File: src/rtl/pbit_pkg.sv
// ---------------------------------------------------------------------------
// pbit_pkg
//   Shared constants and helpers for the p-bit datapath.
//
//   - Default Galois feedback masks for the LFSR widths in use. Each mask
//     gives a maximal-length sequence (2**W - 1 states) for a right-shifting
//     Galois LFSR of that width.
//   - pbit_default_taps(width): picks the default mask for a given width.
//   - SEED_FIX(seed): an all-zero LFSR state is a lock-up state, so a zero
//     seed is mapped to 1. Every other seed passes through unchanged.
//
//   The helpers work on 64-bit values so that one definition serves every
//   LFSR width up to 64 bits. Callers cast the result to their own width.
// ---------------------------------------------------------------------------
package pbit_pkg;

  localparam logic [7:0]  LFSR_TAPS_W8  = 8'hB8;
  localparam logic [15:0] LFSR_TAPS_W16 = 16'hB400;
  localparam logic [31:0] LFSR_TAPS_W32 = 32'h80200003;

  // Widest LFSR the helpers below can describe.
  localparam int LFSR_MAX_BITS = 64;

  // Default feedback mask for a given LFSR width. An unsupported width
  // returns 0, which turns the LFSR into a plain shifter; the sampler checks
  // for that at elaboration time.
  function automatic logic [LFSR_MAX_BITS-1:0] pbit_default_taps(input int width);
    logic [LFSR_MAX_BITS-1:0] taps;
    taps = '0;
    case (width)
      8:       taps = LFSR_MAX_BITS'(LFSR_TAPS_W8);
      16:      taps = LFSR_MAX_BITS'(LFSR_TAPS_W16);
      32:      taps = LFSR_MAX_BITS'(LFSR_TAPS_W32);
      default: taps = '0;
    endcase
    return taps;
  endfunction

  // Map the illegal all-zero seed to 1 so the LFSR can never start in its
  // lock-up state.
  function automatic logic [LFSR_MAX_BITS-1:0] SEED_FIX(input logic [LFSR_MAX_BITS-1:0] seed);
    logic [LFSR_MAX_BITS-1:0] fixed;
    fixed = seed;
    if (seed == '0) begin
      fixed = LFSR_MAX_BITS'(1);
    end
    return fixed;
  endfunction

endpackage : pbit_pkg

File: src/rtl/pbit_lfsr.sv
// ---------------------------------------------------------------------------
// pbit_lfsr
//   Galois right-shift LFSR that supplies the uniform random number for the
//   p-bit comparator.
//
//   next = (value >> 1) ^ (value[0] ? TAPS : 0)
//
//   The register advances only on cycles with en=1, so the sequence seen by
//   the sampler depends only on the number of samples taken since reset,
//   not on how those samples are spaced in time.
//
//   With a maximal-length TAPS mask the state walks through every nonzero
//   value exactly once per 2**WIDTH - 1 steps and never reaches zero.
//
// Parameters
//   WIDTH  register width
//   TAPS   Galois feedback mask
//   SEED   reset value (0 is replaced by 1)
//
// Ports
//   clk    in   1      rising-edge clock
//   rst_n  in   1      synchronous, active-low reset (loads the seed)
//   en     in   1      advance one step at this edge
//   value  out  WIDTH  current LFSR state
// ---------------------------------------------------------------------------
module pbit_lfsr
  import pbit_pkg::*;
#(
  parameter int               WIDTH = 32,
  parameter logic [WIDTH-1:0] TAPS  = WIDTH'(pbit_default_taps(WIDTH)),
  parameter logic [WIDTH-1:0] SEED  = WIDTH'(1)
) (
  input  logic             clk,
  input  logic             rst_n,
  input  logic             en,
  output logic [WIDTH-1:0] value
);

  // Seed actually loaded at reset, with the zero seed already repaired.
  localparam logic [WIDTH-1:0] RESET_VALUE = WIDTH'(SEED_FIX(LFSR_MAX_BITS'(SEED)));

  logic [WIDTH-1:0] state_q;
  logic [WIDTH-1:0] state_next;

  // Galois step: shift right and fold the feedback mask in when the bit
  // leaving the register is 1.
  always_comb begin
    state_next = state_q >> 1;
    if (state_q[0]) begin
      state_next = state_next ^ TAPS;
    end
  end

  always_ff @(posedge clk) begin
    if (!rst_n) begin
      state_q <= RESET_VALUE;
    end else if (en) begin
      state_q <= state_next;
    end
  end

  assign value = state_q;

endmodule : pbit_lfsr

File: src/rtl/pbit_sampler.sv
// ---------------------------------------------------------------------------
// pbit_sampler
//   Stochastic output stage of a p-bit.
//
//   On each update strobe the signed tanh activation is compared against a
//   uniform pseudo-random number (the LFSR state read as a signed value) and
//   the result is registered as the binary p-bit state m:
//
//     m <= ($signed(tanh_in) > $signed(rnd))
//
//   which makes P(m = 1) close to (1 + tanh_in) / 2. The compare is strict,
//   so the most negative activation always yields m = 0 and the most
//   positive activation yields m = 1 except when rnd equals it.
//
//   A window counter sums the ones over 2**WIN_LOG2 consecutive samples and
//   publishes the total on mean_count when a window completes.
//
// Strobe/pulse protocol
//   update_en is a one-cycle strobe with no back-pressure: each cycle it is
//   high at a rising edge consumes exactly one sample of tanh_in. There is no
//   ready. The outputs answer with one-cycle pulses in the following cycle:
//   m_valid on every sample, mean_valid (coincident with m_valid) on the
//   sample that completes a window. m and mean_count hold between pulses.
//   tanh_in only matters on cycles where update_en is high.
//
// Parameters
//   TANH_BITS  width of tanh_in and of the LFSR
//   LFSR_TAPS  Galois feedback mask (maximal length for TANH_BITS)
//   SEED       LFSR reset value (0 is replaced by 1)
//   WIN_LOG2   window length = 2**WIN_LOG2 samples
//
// Ports
//   clk         in   1            rising-edge clock
//   rst_n       in   1            synchronous, active-low reset
//   tanh_in     in   TANH_BITS    signed activation (s.[TANH_BITS-1] fixed point)
//   update_en   in   1            take one sample this cycle
//   win_clear   in   1            restart the counting window
//   m           out  1            registered p-bit state (1 = +1, 0 = -1)
//   m_valid     out  1            one-cycle pulse: m updated
//   mean_count  out  WIN_LOG2+1   number of ones in the last complete window
//   mean_valid  out  1            one-cycle pulse: mean_count updated
// ---------------------------------------------------------------------------
module pbit_sampler
  import pbit_pkg::*;
#(
  parameter int                   TANH_BITS = 32,
  parameter logic [TANH_BITS-1:0] LFSR_TAPS = TANH_BITS'(pbit_default_taps(TANH_BITS)),
  parameter logic [TANH_BITS-1:0] SEED      = TANH_BITS'(1),
  parameter int                   WIN_LOG2  = 8
) (
  input  logic                 clk,
  input  logic                 rst_n,
  input  logic [TANH_BITS-1:0] tanh_in,
  input  logic                 update_en,
  input  logic                 win_clear,
  output logic                 m,
  output logic                 m_valid,
  output logic [WIN_LOG2:0]    mean_count,
  output logic                 mean_valid
);

  // -------------------------------------------------------------------------
  // Elaboration-time sanity checks
  // -------------------------------------------------------------------------
  if (TANH_BITS < 2 || TANH_BITS > LFSR_MAX_BITS) begin : g_bad_width
    $error("pbit_sampler: TANH_BITS must be in 2..%0d", LFSR_MAX_BITS);
  end
  if (LFSR_TAPS == '0) begin : g_bad_taps
    $error("pbit_sampler: LFSR_TAPS must be nonzero");
  end
  if (WIN_LOG2 < 1) begin : g_bad_win
    $error("pbit_sampler: WIN_LOG2 must be at least 1");
  end

  // -------------------------------------------------------------------------
  // Random number source
  // -------------------------------------------------------------------------
  logic [TANH_BITS-1:0] rnd;

  // The LFSR steps on the same edge that consumes a sample, so the value
  // compared at sample k is always the k-th state after reset.
  pbit_lfsr #(
    .WIDTH (TANH_BITS),
    .TAPS  (LFSR_TAPS),
    .SEED  (SEED)
  ) u_lfsr (
    .clk   (clk),
    .rst_n (rst_n),
    .en    (update_en),
    .value (rnd)
  );

  // -------------------------------------------------------------------------
  // Comparator
  // -------------------------------------------------------------------------
  logic cmp;

  // Full-width strict signed compare. Both operands are two's complement
  // values in [-1, 1) of the same fixed-point format.
  assign cmp = $signed(tanh_in) > $signed(rnd);

  // -------------------------------------------------------------------------
  // p-bit state register
  // -------------------------------------------------------------------------
  logic m_q;
  logic m_valid_q;

  always_ff @(posedge clk) begin
    if (!rst_n) begin
      m_q       <= 1'b0;
      m_valid_q <= 1'b0;
    end else begin
      m_valid_q <= update_en;
      if (update_en) begin
        m_q <= cmp;
      end
    end
  end

  assign m       = m_q;
  assign m_valid = m_valid_q;

  // -------------------------------------------------------------------------
  // Window counter
  // -------------------------------------------------------------------------
  // idx counts samples already in the current window (0 .. 2**WIN_LOG2-1).
  // count holds the ones among them; it needs WIN_LOG2+1 bits because the
  // completed total can reach 2**WIN_LOG2.
  logic [WIN_LOG2-1:0] idx_q;
  logic [WIN_LOG2:0]   count_q;
  logic [WIN_LOG2:0]   mean_count_q;
  logic                mean_valid_q;

  logic [WIN_LOG2:0]   cmp_ext;
  logic [WIN_LOG2:0]   count_sum;
  logic                idx_last;

  assign cmp_ext   = {{WIN_LOG2{1'b0}}, cmp};
  assign count_sum = count_q + cmp_ext;
  assign idx_last  = &idx_q;

  always_ff @(posedge clk) begin
    if (!rst_n) begin
      idx_q        <= '0;
      count_q      <= '0;
      mean_count_q <= '0;
      mean_valid_q <= 1'b0;
    end else begin
      mean_valid_q <= 1'b0;
      if (win_clear) begin
        // A clear always wins over window completion: the partial window is
        // dropped and, if a sample is taken now, it opens the new window.
        if (update_en) begin
          count_q <= cmp_ext;
          idx_q   <= WIN_LOG2'(1);
        end else begin
          count_q <= '0;
          idx_q   <= '0;
        end
      end else if (update_en) begin
        if (idx_last) begin
          mean_count_q <= count_sum;
          mean_valid_q <= 1'b1;
          count_q      <= '0;
          idx_q        <= '0;
        end else begin
          count_q <= count_sum;
          idx_q   <= idx_q + WIN_LOG2'(1);
        end
      end
    end
  end

  assign mean_count = mean_count_q;
  assign mean_valid = mean_valid_q;

endmodule : pbit_sampler

File: config.mk
export PLATFORM = sky130hd
export DESIGN_NAME = pbit_sampler
export DESIGN_NICKNAME = d
export VERILOG_FILES = /design/src/rtl/pbit_pkg.sv /design/src/rtl/pbit_lfsr.sv /design/src/rtl/pbit_sampler.sv
export SDC_FILE = /design/constraint.sdc
export NUM_CORES = 1
export LEC_CHECK = 0
export CAP_MARGIN = 10
export CORE_MARGIN = 3
export CORE_UTILIZATION = 45
export CTS_CLUSTER_SIZE = 12
export DETAILED_ROUTE_END_ITERATION = 7
export PLACE_DENSITY = 0.69
export SETUP_SLACK_MARGIN = 0.02
export SLEW_MARGIN = 20
export SYNTH_ARGS = -nofsm -noshare
export SYNTH_HDL_FRONTEND = slang
export SYNTH_SLANG_ARGS = --single-unit
File: constraint.sdc
create_clock -name clk -period 3.5 [get_ports clk]
set_input_delay 0.7 -clock clk [delete_from_list [all_inputs] [get_ports clk]]
set_output_delay 0.7 -clock clk [all_outputs]
set_load 0.05 [all_outputs]
* After elaboration in Yosys (flattened, before gate mapping)
Index checks and enable logic that the tools add are counted.
Cells by class: $add $sub $neg 2, $lt $le $gt $ge 1, multiplexer cells 10, bitwise operators 4, reduce and logical (&&, ||, !) cells 4
Operator list (number):
- 32-bit > comparator | 1
- 32-bit 2-to-1 mux | 1
- 9-bit 2-to-1 mux | 3
- 8-bit 2-to-1 mux | 3
- 10-bit AND reduction | 1
- 9-bit by 1-bit adder with 9-bit output | 1
- 8-bit by 1-bit adder with 8-bit output (second input constant) | 1
- 8-bit AND reduction | 1
- 3-bit inverter with 4-bit output | 1
- 1-bit 2-to-1 mux | 3
- 1-bit inverter | 3
- 3-bit OR reduction | 1
- 2-bit nonzero test | 1
Word-level totals: register bits after elaboration 61, input port bits 36, output and inout port bits 12, word-level logic and storage cells 28

* Logic depth before layout (Yosys ltp)
depth after elaboration 5, depth in mapped cells 16, depth with buffers taken out 16

* Hierarchy
From an unflattened synthesis, not the netlist that was laid out.
Unflattened totals: cells, all modules 425, area, all modules 3801.1 um^2
Modules (own cells, without submodules):
- pbit_sampler | instances 1, cells each 290, area each 2338.5 um^2
- pbit_lfsr | instances 1, cells each 135, area each 1462.7 um^2

* Worst setup path after synthesis
OpenSTA, ideal clock, no wires.
path kind input-to-reg, start point input tanh_in[14], end point register mean_count_q[8] (netlist: mean_count[8]), setup time 0.080 ns, arrival 3.534 ns, data required time 3.420 ns, slack -0.114 ns, cell stages on the path 15, path buffers 0, path through ha_1 > a21oi_1 > nand2_1 > a221o_1 > o31ai_4 > nand2_1 > xnor2_1 > and2_1 > ha_1 > nand4_1 > nor3_1 > nand3_1 > xnor2_1 > nor2_1 > nor3b_1
Between the ends: cells in the longest elaborated chain, start to end 2
RTL lines:
- from (decl) | RTL line pbit_sampler.sv:53 | input logic [TANH_BITS-1:0] tanh_in,
- 32-bit > comparator | RTL line pbit_sampler.sv:100 | assign cmp = $signed(tanh_in) > $signed(rnd);
- via cmp | RTL line pbit_sampler.sv:96 | logic cmp;
- 9-bit by 1-bit adder with 9-bit output | RTL line pbit_sampler.sv:139 | assign count_sum = count_q + cmp_ext;
- to (signal assigned) | RTL line pbit_sampler.sv:162 | mean_count_q <= count_sum;
- to (decl) | RTL line pbit_sampler.sv:131 | logic [WIN_LOG2:0] mean_count_q;
The timed path passes the listed nets, and every way through them passes these cells. A chain may end at the register's enable or synchronous reset.

* Worst setup path in the final report
start point input tanh_in[31], end point register mean_count_q[8] (netlist: mean_count[8])
Same word-level chain as after synthesis.

==> impl_results.html <==
<table>
<tr><th>Metric</th><th>Value</th></tr>
<tr><th colspan="2">Place</th></tr>
<tr><td>Cell count after placement</td><td>570</td></tr>
<tr><td>HPWL after DPL</td><td>5880 um</td></tr>
<tr><td>Global placer's final weighted congestion</td><td>between 0.8 and 0.9</td></tr>
<tr><td>Port buffer count</td><td>47</td></tr>
<tr><td>Placement Setup Slack</td><td>-424 ps</td></tr>
<tr><th colspan="2">STA</th></tr>
<tr><td>Final worst hold slack</td><td>460 ps</td></tr>
<tr><td>Worst Max-Slew Pin Slew</td><td>~860 ps</td></tr>
<tr><td>Least setup slack across all paths after layout</td><td>170 ps</td></tr>
<tr><td>Number of failing hold endpoints at the final stage</td><td>0</td></tr>
<tr><td>Unrepaired setup endpoints after global routing</td><td>false</td></tr>
<tr><td>Worst slew margin relative to its limit</td><td>0.425</td></tr>
<tr><td>Number of max-slew violations in the final report</td><td>0</td></tr>
<tr><td>Min cycle time layout</td><td>3330 ps</td></tr>
<tr><td>Clock Skew</td><td>2.94 ps</td></tr>
<tr><td>Part of the cycle the worst path needs</td><td>0.951</td></tr>
<tr><td>Setup violations, final</td><td>0</td></tr>
<tr><td>Highest achievable clock rate</td><td>0.300 GHz</td></tr>
<tr><th colspan="2">Cells and area</th></tr>
<tr><td>Count of placed standard cells in the final layout, fillers left out</td><td>595</td></tr>
<tr><td>Signed area change from the synthesized netlist to the final layout</td><td>37.7%</td></tr>
<tr><td>Inserted Diodes</td><td>0</td></tr>
<tr><td>Final-stage net count</td><td>560</td></tr>
<tr><td>Share of cells above drive strength 1</td><td>0.203</td></tr>
<tr><th colspan="2">GRT</th></tr>
<tr><td>Global-route wire length before repair</td><td>13700 um</td></tr>
<tr><td>Initial antenna violation count</td><td>0</td></tr>
<tr><td>Overall fraction of global-route tracks in use</td><td>0.189</td></tr>
<tr><td>Met3 track utilization from global routing</td><td>0.0268</td></tr>
<tr><td>Grt total ovfl</td><td>0</td></tr>
<tr><td>GRT Max-Usage Layer</td><td>met2</td></tr>
<tr><td>Pin count of the biggest net entering global routing</td><td>40</td></tr>
<tr><td>Met1 routing resource usage after global routing</td><td>0.245</td></tr>
<tr><td>Number of global-route vias before repair</td><td>3047</td></tr>
<tr><td>Global routing met2 resource utilization</td><td>0.309</td></tr>
<tr><th colspan="2">Clock tree</th></tr>
<tr><td>Worst-skew pair later-pin latency</td><td>340 ps</td></tr>
<tr><td>TritonCTS buffer count</td><td>9</td></tr>
<tr><td>Maximum root-to-sink buffer count</td><td>2</td></tr>
<tr><td>CTS sink cnt</td><td>61</td></tr>
<tr><td>Root buf cell</td><td>sky130_fd_sc_hd__clkbuf_8</td></tr>
<tr><td>Clock transition at path regs</td><td>70 ps</td></tr>
<tr><td>Clock tree from TritonCTS</td><td>yes</td></tr>
<tr><td>Hold-fix buffers, CTS</td><td>0</td></tr>
<tr><td>Number of H-tree levels</td><td>3</td></tr>
<tr><th colspan="2">Yosys</th></tr>
<tr><td>Post-synthesis average cell area</td><td>8.84 um^2</td></tr>
<tr><td>Number of distinct library cell variants in the gate-level netlist after synthesis</td><td>51</td></tr>
<tr><td>Area share of the largest cell type after synthesis</td><td>0.338</td></tr>
<tr><td>Synth Register Bits</td><td>61</td></tr>
<tr><td>Main area contributors after synthesis</td><td>sky130_fd_sc_hd__dfxtp_1 (34%), sky130_fd_sc_hd__ha_1 (12%), sky130_fd_sc_hd__mux2i_1 (8.3%)</td></tr>
<tr><td>Post-Syn Nets</td><td>approximately 480</td></tr>
<tr><td>Seq/Total Area, Yosys</td><td>0.338</td></tr>
<tr><td>Cell type with the highest aggregate area in the netlist</td><td>sky130_fd_sc_hd__dfxtp_1</td></tr>
<tr><td>Post-synthesis instance total</td><td>408</td></tr>
<tr><td>Combined area of all synthesized cells</td><td>about 0.0036 mm^2</td></tr>
<tr><td>Fraction of registers with async set/reset</td><td>0</td></tr>
<tr><td>EDFF count, synth</td><td>0</td></tr>
<tr><td>Flip-flop cell with the highest count after synthesis</td><td>sky130_fd_sc_hd__dfxtp_1</td></tr>
<tr><td>Synth Warn #</td><td>0</td></tr>
<tr><th colspan="2">Drt</th></tr>
<tr><td>Count of TritonRoute iterations in the first routing pass</td><td>4</td></tr>
<tr><td>DRT iter0 DRCs</td><td>between 150 and 200</td></tr>
<tr><td>Final WL</td><td>8570 um</td></tr>
<tr><td>Count of unresolved DRC violations after routing</td><td>0</td></tr>
<tr><td>Remaining antenna violation count after routing</td><td>0</td></tr>
<tr><td>Number of vias per cell</td><td>5.35</td></tr>
<tr><td>Average detailed-routed wire length per instance</td><td>14.4 um</td></tr>
<tr><td>DR vias</td><td>3186</td></tr>
<tr><th colspan="2">Critical path</th></tr>
<tr><td>Kind of capture point of the worst setup path</td><td>flip-flop</td></tr>
<tr><td>CP arrival</td><td>3590 ps</td></tr>
<tr><td>Nature of the critical path startpoint</td><td>input pin</td></tr>
<tr><td>Category of the most critical setup path</td><td>in2reg</td></tr>
<tr><td>Data required time of the worst path</td><td>3760 ps</td></tr>
<tr><td>CP max FO</td><td>3</td></tr>
<tr><th colspan="2">Floorplan</th></tr>
<tr><td>Number of top-level design ports</td><td>48</td></tr>
<tr><td>Die Y</td><td>95.5 um</td></tr>
<tr><td>Core region area</td><td>0.00777 mm^2</td></tr>
<tr><td>Std-Cell Rows</td><td>32</td></tr>
<tr><td>Die width</td><td>between 90 and 100 um</td></tr>
<tr><td>Starting Density</td><td>0.465</td></tr>
<tr><td>Area of the die</td><td>0.00913 mm^2</td></tr>
<tr><th colspan="2">Power</th></tr>
<tr><td>Relative contribution of sequential cells to total power</td><td>0.460</td></tr>
<tr><td>Net switching power</td><td>roughly 0.41 mW</td></tr>
<tr><td>Internal cell power</td><td>1.15 mW</td></tr>
<tr><td>Clock share of power</td><td>0.355</td></tr>
<tr><td>Logic pwr share</td><td>0.185</td></tr>
<tr><td>Proportion of total power due to net switching</td><td>0.265</td></tr>
<tr><td>Cell area power density</td><td>314 mW/mm^2</td></tr>
<tr><td>Leak</td><td>2.11 nW</td></tr>
<tr><td>Peak supply drop</td><td>0.000171 V</td></tr>
<tr><th colspan="2">Run</th></tr>
<tr><td>MaxCap Viol Count</td><td>0</td></tr>
<tr><th colspan="2">Run status</th></tr>
<tr><td>Run status</td><td>complete, no violations</td></tr>
<tr><th colspan="2">Min path</th></tr>
<tr><td>Kind of path behind the tightest hold check</td><td>reg2reg</td></tr>
</table>
-- routing by layer --
metal	up-vias	wire length, um	share of wire
met1	1500	4010	0.47
met2	59	4110	0.48
met3	11	285	0.033
met5	-	0	0
li1	1616	-	-
met4	0	157	0.018
-- power by group through the flow --
| stage | clock [mW] | combinational, mW | sequential [mW] |
|---|---|---|---|
| 5_1_grt | 0.597 | 0.318 | 0.718 |
| 6_report | 0.554 | 0.289 | 0.717 |
| 3_3_place_gp | 0 | 0.239 | 0.732 |
| 3_5_place_dp | 0 | 0.244 | 0.732 |
| 4_1_cts | 0.568 | 0.247 | 0.716 |
| 2_1_floorplan | 0 | 0.136 | 0.736 |
-- cell families (layout without fill, tap and decap cells) --
kind of cell,Yosys count,after routing,share of synthesized area
simple gates,144,144,0.228
compound gates,76,76,0.153
flops,61,61,0.338
buf+inv,53,138,0.0551
fa+ha+maj,34,34,0.118
mux,30,30,0.0832
xor+xnor,10,10,0.0243
-- registers in the layout (all words and copies together), names as in the netlist --
signal and flops:
u_lfsr.value 32, count_q 9, mean_count 9, idx_q 8, m 1, m_valid 1, mean_valid 1
-- cell type report --
| class | instances | area, um^2 |
|---|---|---|
| fillers | 636 | 2800 |
| multi-input cells | 294 | 2480 |
| flip-flops and latches | 61 | 1220 |
| repair buffers | 88 | 837 |
| clock buffers | 12 | 155 |
| inverters | 36 | 135 |
| well taps | 102 | 128 |
| clock inverters | 2 | 10.0 |
-- critical path, stage by stage --
cell and delay [ps]:
sky130_fd_sc_hd__clkdlybuf4s50_1 450, sky130_fd_sc_hd__ha_4 300, sky130_fd_sc_hd__nand4_4 130, sky130_fd_sc_hd__nor4_4 380
sky130_fd_sc_hd__o31ai_4 130, sky130_fd_sc_hd__nand2_2 100, sky130_fd_sc_hd__xnor2_2 120, sky130_fd_sc_hd__and2_4 170
sky130_fd_sc_hd__ha_4 120, sky130_fd_sc_hd__nand4_1 140, sky130_fd_sc_hd__nor3_2 220, sky130_fd_sc_hd__nand3_1 150
sky130_fd_sc_hd__xnor2_2 220, sky130_fd_sc_hd__nor2_1 60, sky130_fd_sc_hd__nor3b_1 180
-- final timing paths --
kind	from	to	slack, ps	cells after the start
worst max register to register	u_lfsr.value[1]$_SDFFE_PN0P_	mean_count[8]$_SDFFE_PN0P_	260	17
worst min-delay path	mean_count[0]$_SDFFE_PN0P_	mean_count[0]$_SDFFE_PN0P_	460	2
worst max-delay path	tanh_in[31]	mean_count[8]$_SDFFE_PN0P_	170	15
worst min register to register	mean_count[0]$_SDFFE_PN0P_	mean_count[0]$_SDFFE_PN0P_	460	2
-- layout by cell type, fill, tap and decap left out, types with 3 or more instances in the layout --
cell type / n
sky130_fd_sc_hd__nand2_1: 25
sky130_fd_sc_hd__nor3_1: 5
sky130_fd_sc_hd__o21ai_0: 15
sky130_fd_sc_hd__nor4_1: 3
sky130_fd_sc_hd__xor2_1: 4
sky130_fd_sc_hd__a31oi_1: 3
sky130_fd_sc_hd__xnor2_1: 4
sky130_fd_sc_hd__ha_4: 16
sky130_fd_sc_hd__and3_1: 3
sky130_fd_sc_hd__a21oi_2: 5
sky130_fd_sc_hd__nor2b_1: 32
sky130_fd_sc_hd__o211a_1: 9
sky130_fd_sc_hd__a21o_1: 3
sky130_fd_sc_hd__clkbuf_8: 11
sky130_fd_sc_hd__dlymetal6s2s_1: 24
sky130_fd_sc_hd__a21oi_1: 12
sky130_fd_sc_hd__nand3_1: 18
sky130_fd_sc_hd__clkdlybuf4s50_1: 22
sky130_fd_sc_hd__dfxtp_1: 61
sky130_fd_sc_hd__buf_4: 40
sky130_fd_sc_hd__o211ai_1: 6
sky130_fd_sc_hd__nor2_1: 16
sky130_fd_sc_hd__inv_1: 36
sky130_fd_sc_hd__ha_1: 16
sky130_fd_sc_hd__or3_1: 3
sky130_fd_sc_hd__and2_1: 3
sky130_fd_sc_hd__nand4_1: 12
sky130_fd_sc_hd__mux2i_1: 30
sky130_fd_sc_hd__nor3b_1: 5
-- cell usage after synthesis (all sizes together), types with 5 or more instances --
cell type / instances
and2: 5
ha: 34
clkbuf: 17
a21oi: 18
nor2b: 33
inv: 36
nor2: 16
o211ai: 6
mux2i: 30
dfxtp: 61
o21ai: 18
nor3: 6
nand2: 26
o211a: 9
nand4: 13
xnor2: 6
nor3b: 5
nand3: 18
-- metrics by stage --
stage                util  power [mW]  instance area, um^2  setup TNS [ps]
CTS                 0.586        1.53                 4550               0
floorplan               -       0.871                 3620               0
global placement    0.563       0.970                 4380           -1930
finish              0.640        1.56                 4970               0
global route        0.640        1.63                 4970               0
detailed placement  0.563       0.975                 4380           -2500
-- timing repair --
| item | in CTS | in global routing |
|---|---|---|
| pin swaps | 2 | 49 |
| endpoints found under the setup margin | 5 | 6 |
| resized for setup | 2 | 60 |
| setup buffers | 0 | 11 |
| cloned | 0 | 0 |
(Power assumes the default switching activity.)
